[src/rtl/gb_stream_ctrl.sv]
// rtl/gb_stream_ctrl.sv - Gaussian-blur frame sequencer: input stream, line-buffer/stencil control, 2-entry output skid buffer (optional GB_PERF_CNT_EN perf counters)
module gb_stream_ctrl #(
    parameter int IMG_W = 488,
    parameter int IMG_H = 648,
    parameter int WIN   = 9,
    parameter int DW    = 8
) (
    input  logic          clk,
    input  logic          rst,
    input  logic          start,
    input  logic [DW-1:0] arg_1_TDATA,
    input  logic          arg_1_TVALID,
    output logic          arg_1_TREADY,
    output logic [DW-1:0] arg_0_TDATA,
    output logic          arg_0_TVALID,
    input  logic          arg_0_TREADY,
    output logic          lb_we,
    output logic [2:0]    lb_row,
    output logic [8:0]    lb_col,
    output logic [DW-1:0] lb_wdata,
    output logic          st_shift,
    input  logic [DW-1:0] res_data,
    output logic          busy,
    output logic          frame_done
`ifdef GB_PERF_CNT_EN
    ,
    output logic [31:0]   stall_cnt,
    output logic [31:0]   frame_cnt
`endif
);

    // Row counter is at least 3 bits so the line-buffer row select is always available.
    localparam int RW = (IMG_H > 8) ? $clog2(IMG_H) : 3;

    typedef enum logic [1:0] {
        S_IDLE,
        S_STREAM,
        S_DRAIN,
        S_DONE
    } state_t;

    state_t        state;
    state_t        state_nxt;
    logic [8:0]    col;
    logic [RW-1:0] row;
    logic          col_last;
    logic          row_last;
    logic          accept;
    logic          pop;
    logic          emit;
    logic          emit_d;
    logic [1:0]    occ;
    logic [2:0]    inflight;
    logic [DW-1:0] head;
    logic [DW-1:0] tail;

    // Handshakes; input ready only when the skid buffer can absorb everything already in flight.
    assign pop          = arg_0_TVALID & arg_0_TREADY;
    assign inflight     = {1'b0, occ} + {2'b00, emit_d} - {2'b00, pop};
    assign arg_1_TREADY = (state == S_STREAM) && (inflight < 3'd2);
    assign accept       = arg_1_TVALID & arg_1_TREADY;

    assign col_last = (col == 9'(IMG_W - 1));
    assign row_last = (row == RW'(IMG_H - 1));
    assign emit     = accept && (row >= RW'(WIN - 1)) && (col >= 9'(WIN - 1));

    assign lb_we    = accept;
    assign st_shift = accept;
    assign lb_row   = row[2:0];
    assign lb_col   = col;
    assign lb_wdata = arg_1_TDATA;

    assign arg_0_TVALID = (occ != 2'd0);
    assign arg_0_TDATA  = head;

    // State register.
    always_ff @(posedge clk) begin
        if (!rst) begin
            state <= S_IDLE;
        end else begin
            state <= state_nxt;
        end
    end

    // Next-state and state-decoded outputs.
    always_comb begin
        state_nxt  = state;
        busy       = 1'b0;
        frame_done = 1'b0;
        case (state)
            S_IDLE: begin
                if (start) begin
                    state_nxt = S_STREAM;
                end
            end
            S_STREAM: begin
                busy = 1'b1;
                if (accept && col_last && row_last) begin
                    state_nxt = S_DRAIN;
                end
            end
            S_DRAIN: begin
                busy = 1'b1;
                if ((occ == 2'd0) && !emit_d) begin
                    state_nxt = S_DONE;
                end
            end
            S_DONE: begin
                frame_done = 1'b1;
                state_nxt  = S_IDLE;
            end
            default: begin
                state_nxt = S_IDLE;
            end
        endcase
    end

    // Raster position of the next pixel to accept; cleared when a frame starts.
    always_ff @(posedge clk) begin
        if (!rst) begin
            col <= '0;
            row <= '0;
        end else if ((state == S_IDLE) && start) begin
            col <= '0;
            row <= '0;
        end else if (accept) begin
            if (col_last) begin
                col <= '0;
                row <= row_last ? '0 : row + 1'b1;
            end else begin
                col <= col + 1'b1;
            end
        end
    end

    // Result capture one cycle after the stencil shift, into an in-order 2-entry skid buffer.
    always_ff @(posedge clk) begin
        if (!rst) begin
            emit_d <= 1'b0;
            occ    <= 2'd0;
            head   <= '0;
            tail   <= '0;
        end else begin
            emit_d <= emit;
            case (occ)
                2'd0: begin
                    if (emit_d) begin
                        head <= res_data;
                        occ  <= 2'd1;
                    end
                end
                2'd1: begin
                    if (emit_d && pop) begin
                        head <= res_data;
                    end else if (emit_d) begin
                        tail <= res_data;
                        occ  <= 2'd2;
                    end else if (pop) begin
                        occ <= 2'd0;
                    end
                end
                default: begin
                    if (pop) begin
                        head <= tail;
                        if (emit_d) begin
                            tail <= res_data;
                        end else begin
                            occ <= 2'd1;
                        end
                    end
                end
            endcase
        end
    end

`ifdef GB_PERF_CNT_EN
    // Saturating stall and frame counters.
    always_ff @(posedge clk) begin
        if (!rst) begin
            stall_cnt <= '0;
            frame_cnt <= '0;
        end else begin
            if ((state == S_STREAM) && arg_1_TVALID && !arg_1_TREADY && (stall_cnt != 32'hFFFF_FFFF)) begin
                stall_cnt <= stall_cnt + 32'd1;
            end
            if (frame_done && (frame_cnt != 32'hFFFF_FFFF)) begin
                frame_cnt <= frame_cnt + 32'd1;
            end
        end
    end
`endif

endmodule

[config.mk]
export PLATFORM = sky130hd
export DESIGN_NAME = gb_stream_ctrl
export DESIGN_NICKNAME = d
export VERILOG_FILES = /design/src/rtl/gb_stream_ctrl.sv
export SDC_FILE = /design/constraint.sdc
export NUM_CORES = 1
export LEC_CHECK = 0
export ABC_AREA = 0
export BUFFER_PORTS_ARGS = -buffer_cell sky130_fd_sc_hd__buf_4
export CAP_MARGIN = 20
export CELL_PAD_IN_SITES_DETAIL_PLACEMENT = 0
export CELL_PAD_IN_SITES_GLOBAL_PLACEMENT = 1
export CORE_ASPECT_RATIO = 1.1
export CORE_MARGIN = 2
export CORE_UTILIZATION = 39
export CTS_CLUSTER_DIAMETER = 80
export DETAILED_ROUTE_END_ITERATION = 7
export GPL_ROUTABILITY_DRIVEN = 0
export GPL_TIMING_DRIVEN = 0
export PLACE_DENSITY_LB_ADDON = 0.1
export SLEW_MARGIN = 20
export SYNTH_ARGS = -nofsm -noshare
export SYNTH_HDL_FRONTEND = slang
export SYNTH_SLANG_ARGS = --single-unit
export TNS_END_PERCENT = 10
[constraint.sdc]
create_clock -name clk -period 3.46 [get_ports clk]
set_clock_uncertainty 0.2 [all_clocks]
set_input_delay 0 -clock clk [delete_from_list [all_inputs] [get_ports clk]]
set_output_delay 0 -clock clk [all_outputs]
set_load 0.05 [all_outputs]
; ---- Word-level counts from Yosys, hierarchy flattened
; Cells that the tools add are included.
[totals]
reg_bits = 40
in_bits = 21
word_cells = 76
[op_classes]
addsub = 4
n_lt_le_gt_ge = 3
n_eq_ne = 14
muxes = 23
n_bitwise = 4
reduce_logical = 21
[ops]
columns = operator, count
row1 = $mux W8, 6
row2 = $pmux W8 S2, 2
row3 = $mux W2, 9
row4 = $add A10 B1 Y10 const B, 1
row5 = $eq A10 B10 Y1 const B, 1
row6 = $ge A10 B4 Y1 const B, 1
row7 = $mux W10, 1
row8 = $ne A2 B2 Y1 const B, 5
row9 = $add A9 B1 Y9 const B, 1
row10 = $eq A9 B9 Y1 const B, 1
row11 = $ge A9 B4 Y1 const B, 1
row12 = $mux W9, 1
row13 = $reduce_and A3 Y1, 3
row14 = $logic_and A1 B1 Y1, 8
row15 = $pmux W2 S4, 1
row16 = $reduce_and A5 Y1, 1
row17 = $eq A2 B1 Y1 const B, 2
row18 = $eq A2 B2 Y1 const B, 2
row19 = $logic_not A2 Y1, 2
row20 = $pmux W2 S2, 1
row21 = $reduce_bool A2 Y1, 2
row22 = $reduce_or A2 Y1, 2
row23 = $add A2 B1 Y3, 1
row24 = $lt A3 B2 Y1 const B, 1
row25 = other kinds (10), 13

; ---- Depth between registers and ports, before layout
[depth]
word_depth = 10
depth_mapped = 12
ltp_nobuf = 8

; ---- Worst setup path after synthesis
; No wires, ideal clock.
[synth_path]
path_type = register -> register
from = reg occ[1]
to = reg row[6]
arrival_ns = 2.834
required_ns = 3.190
slack_ns = 0.356
stages_incl_launch_ff = 12
path_buffers = 3
synth_period_minus_slack_ns = 3.104
path_cell_list = dfxtp_1 -> buf_2 -> and2_1 -> nor2b_1 -> o21ai_0 -> fa_1 -> and4_1 -> clkbuf_1 -> nand4_1 -> clkbuf_1 -> or4_1 -> a21oi_1
[synth_between]
elab_chain_cells = 7
elab_cells_between_ends = 8
cone_classes = add/sub: 2 / order compare: 1 / bitwise: 2 / reduce/logical: 3
[synth_rtl]
columns = element, line
row1 = start: declaration, 52  ; logic [1:0] occ;
row2 = start signal: assignment, 140  ; occ <= 2'd0;
row3 = start signal: assignment, 149  ; occ <= 2'd1;
row4 = start signal: assignment, 157  ; occ <= 2'd2;
row5 = "parallel branches: the longest is 2 deep, another holds $add A2 B1 Y3", n/a
row6 = $sub A3 B1 Y3 *, 59  ; assign inflight = {1'b0, occ} + {2'b00, emit_d} - {2'b00, pop};
row7 = $lt A3 B2 Y1 *, 60  ; assign arg_1_TREADY = (state == S_STREAM) && (inflight < 3'd2);
row8 = $logic_and A1 B1 Y1 *, 60
row9 = $and A1 B1 Y1 *, 61  ; assign accept = arg_1_TVALID & arg_1_TREADY;
row10 = $reduce_and A2 Y1 (no line) *, n/a
row11 = end signal: assignment, 129  ; row <= row_last ? '0 : row + 1'b1;
row12 = end: declaration, 45  ; logic [RW-1:0] row;
; Mark *: on every way between the ends.
; A chain may end at the register's enable or synchronous reset.

; ---- Final worst setup path
; Ends and elaborated chain as after synthesis.

==> results.md <==
- CP startpoint kind: flop
- Detail Route Antenna Nets: 0
- Setup violations, final: 0
- Post-synth cell types: 40
- Placement-stage cell area: 2630 µm²
- Largest net degree at the start of global routing: 12
- Vias in the first global route: 1835
- Clock net sink count: 40
- Post-synth ARST share: 0%
- Clock Path Buffers: 2
- Worst-Margin Slew: 0.955 ns
- Routed vias/inst: 5.03
- Post-synthesis mux area share: 7.81%
- Syn nets: 281
- RSZ-0062 raised after global routing: no
- PD cells: 387 nW/µm²
- DRT iter0 DRCs: 103
- Post-synth EDFFs: 0
- Crit path required time: 3.49 ns
- Syn Inst Count: 250
- Dpl hpwl: 3650 µm
- Final hold viol count: 0
- Crit Path Max Fanout: 10
- Data arrival, critical path: 3.22 ns
- Most common flop cell mapped by yosys: dfxtp_1
- Slowest stage cell, crit path: fa_1
- Router iterations before antenna repair: 4
- Main combinational cell family by area after synthesis: simple AND/OR/NAND/NOR gates
- Total GRT Usage: 17.8%
- CTS tree: built
- Final Cell Area: 2930 µm²
- Die Wd: 75.5 µm
- Slew Limit Fails: 0
- Synth Area in Adders: 6.04%
- Fraction of layout cells with a size suffix above 1: 23.6%
- Share of the yosys chip area belonging to registers: 36.5%
- Status: finished, final reports clean
- Layout fillers: 555
- Clk_lat worst skew: 0.30 ns
- Ports: 55
- Drt wl/cell: 12.7 µm
- #FFs+latches synth: 40
- Synth Area in Simple Gates: 23.7%
- Synthesis warning total: 0
- Starting Density: 40.7%
- Max_cap viols: 0
- Fin Setup TNS: 0 ns
- Crit share post-route: 92.2%
- CP Capture Type: flop
- Routed vias: 1996
- Die Ht: 82.7 µm
- Setup Crit Path Kind: reg -> reg
- Final min period: 3.19 ns
- Fmax: 313 MHz
- Post-Synthesis Cell Area: 2200 µm²
- CTS Buf Count: 5
- Clock Tree Root: clkbuf_8
- Sequential Area: 801 µm²
- Hold/Removal Path Class: in -> out
- Total Wirelength: 5040 µm
- Critical Path, Cell by Cell: buf_4, and2_1, nor2b_2, o21ai_0, fa_1, and4_2, nand4_1, clkbuf_4, or4_1, a21oi_1
- Core region area: 5400 µm²
- Synth Area in XOR/XNOR: 4.33%
- VDD IR max: 0.263 mV
- # port buffers: 45
- Layout area overhead: 33.5%
- Syn avg cell area: 8.78 µm²
- Overflow after GRT: 0
- Multi-input gate area: 1230 µm²
- First-pass GRT wire length: 8590 µm
- Worst rel slew slack: 35.9%
- Clock transition at path regs: 0.08 ns
- FP Rows: 28
- Leakage dissipation: 0.00133 µW
- CTS H-tree lvls: 2
- Die ar.: 6250 µm²
- Layout Nets: 353
- N_diodes: 0
- Compound-cell area share of the yosys netlist: 13.5%
- Antenna violations before repair: 0
- Worst path max stage delay: 0.54 ns
- # DRC: 0
-- cell usage in the layout, fill, tap and decap left out, drive strengths merged --
cell / n
or3: 7
nand3: 9
mux2i: 16
nor3b: 2
or2: 1
o31ai: 6
nand4: 10
xnor2: 5
o211a: 8
nor2b: 10
a21oi: 13
mux2: 1
o2111ai: 1
or4: 8
nor2: 11
and4: 4
inv: 12
and3: 2
ha: 9
o2111a: 1
clkbuf: 14
a21boi: 2
o211ai: 1
and2: 4
dlygate4sd3: 20
buf: 60
nand2: 20
clkinv: 1
fa: 1
nor4: 3
o21ai: 12
nor3: 3
xor2: 5
dfxtp: 40
-- path summary, 6_finish.rpt --
kind,start,to,slack [ns],cells after the start
worst max-delay path,occ[1]$_SDFFE_PN0P_,row[6]$_SDFFE_PP0P_,0.27,10
worst min-delay path,arg_1_TDATA[3],lb_wdata[3],0.05,2
worst min register to register,arg_0_TDATA[6]$_SDFFE_PN0P_,arg_0_TDATA[6]$_SDFFE_PN0P_,0.30,1
worst max register to register,occ[1]$_SDFFE_PN0P_,row[6]$_SDFFE_PP0P_,0.27,10
-- synth_stat cells (all sizes together) (6+ instances only) --
cell	count	area share [%]
dfxtp	40	36
nand2	20	3.4
mux2i	16	7.3
buf	14	4.5
a21oi	13	3.0
inv	12	2.1
o21ai	12	2.9
nor2	11	1.9
nand4	10	2.8
nor2b	10	2.8
clkbuf	9	1.6
ha	9	5.1
nand3	9	2.1
o211a	8	3.6
or4	8	2.8
or3	7	2.0
o31ai	6	2.1
-- what timing repair did --
item	CTS	global route
gates resized for setup	3	5
pin swaps	1	1
setup buffers	1	0
hold buffers	20	0
endpoints found under the setup margin	17	19
endpoints found under the hold margin	24	0
-- cell type report --
cell class / instances / share of cell area (%)
flip-flops and latches: 40 / 27.3
repair buffers: 66 / 18.6
clock inverters: 1 / 0.171
well taps: 75 / 3.20
multi-input cells: 175 / 42.0
clock buffers: 6 / 2.48
inverters: 12 / 1.54
plain buffers: 22 / 4.69
-- where the power goes --
part,internal [µW],switching [µW]
registers,473,17.5
logic,122,221
clock network,137,163
total,732,402
-- flip-flops by register name (all words and copies together), names as in the netlist --
signal and cells:
arg_0_TDATA 8, state 2, lb_col 9, row 10
tail 8, occ 2, emit_d 1
-- metrics by stage --
step           hold WS, ns  std cells  util, %  worst slack, ns  power (µW)
6_report            0.0543        397     54.3            0.269        1130
5_1_grt             0.0610        397     54.3           0.0146        1200
4_1_cts             0.0551        398     54.1          0.00553        1150
3_5_place_dp        0.0551        370     48.7           -0.216         838
3_3_place_gp        0.0545        370     48.7           -0.249         833
2_1_floorplan      -0.0406        250        -            0.356         743
-- worst max-delay path, delay by kind of cell, from the launching register on --
family | cells | cell delay (ns)
compound gates | 2 | 0.28
fa+ha+maj | 1 | 0.54
buf+inv | 2 | 0.45
flops | 1 | 0.35
simple gates | 5 | 1.31
-- per-layer routing --
layer	GRT usage (%)	up-vias	routed length [µm]
met1	21.8	917	2230
met5	0	-	0
li1	-	1022	-
met2	30.1	52	2490
met4	5.61	0	64
met3	4.85	5	251
-- logic make-up after synthesis --
kind of cell	Yosys count
adders and majority gates	10
xor gates and xnor gates	10
DFF	40
and+or+nand+nor	94
AOI/OAI and AO/OA	44
buffers and inverters	35
muxes	17
Power figures use the tool's default switching activity.
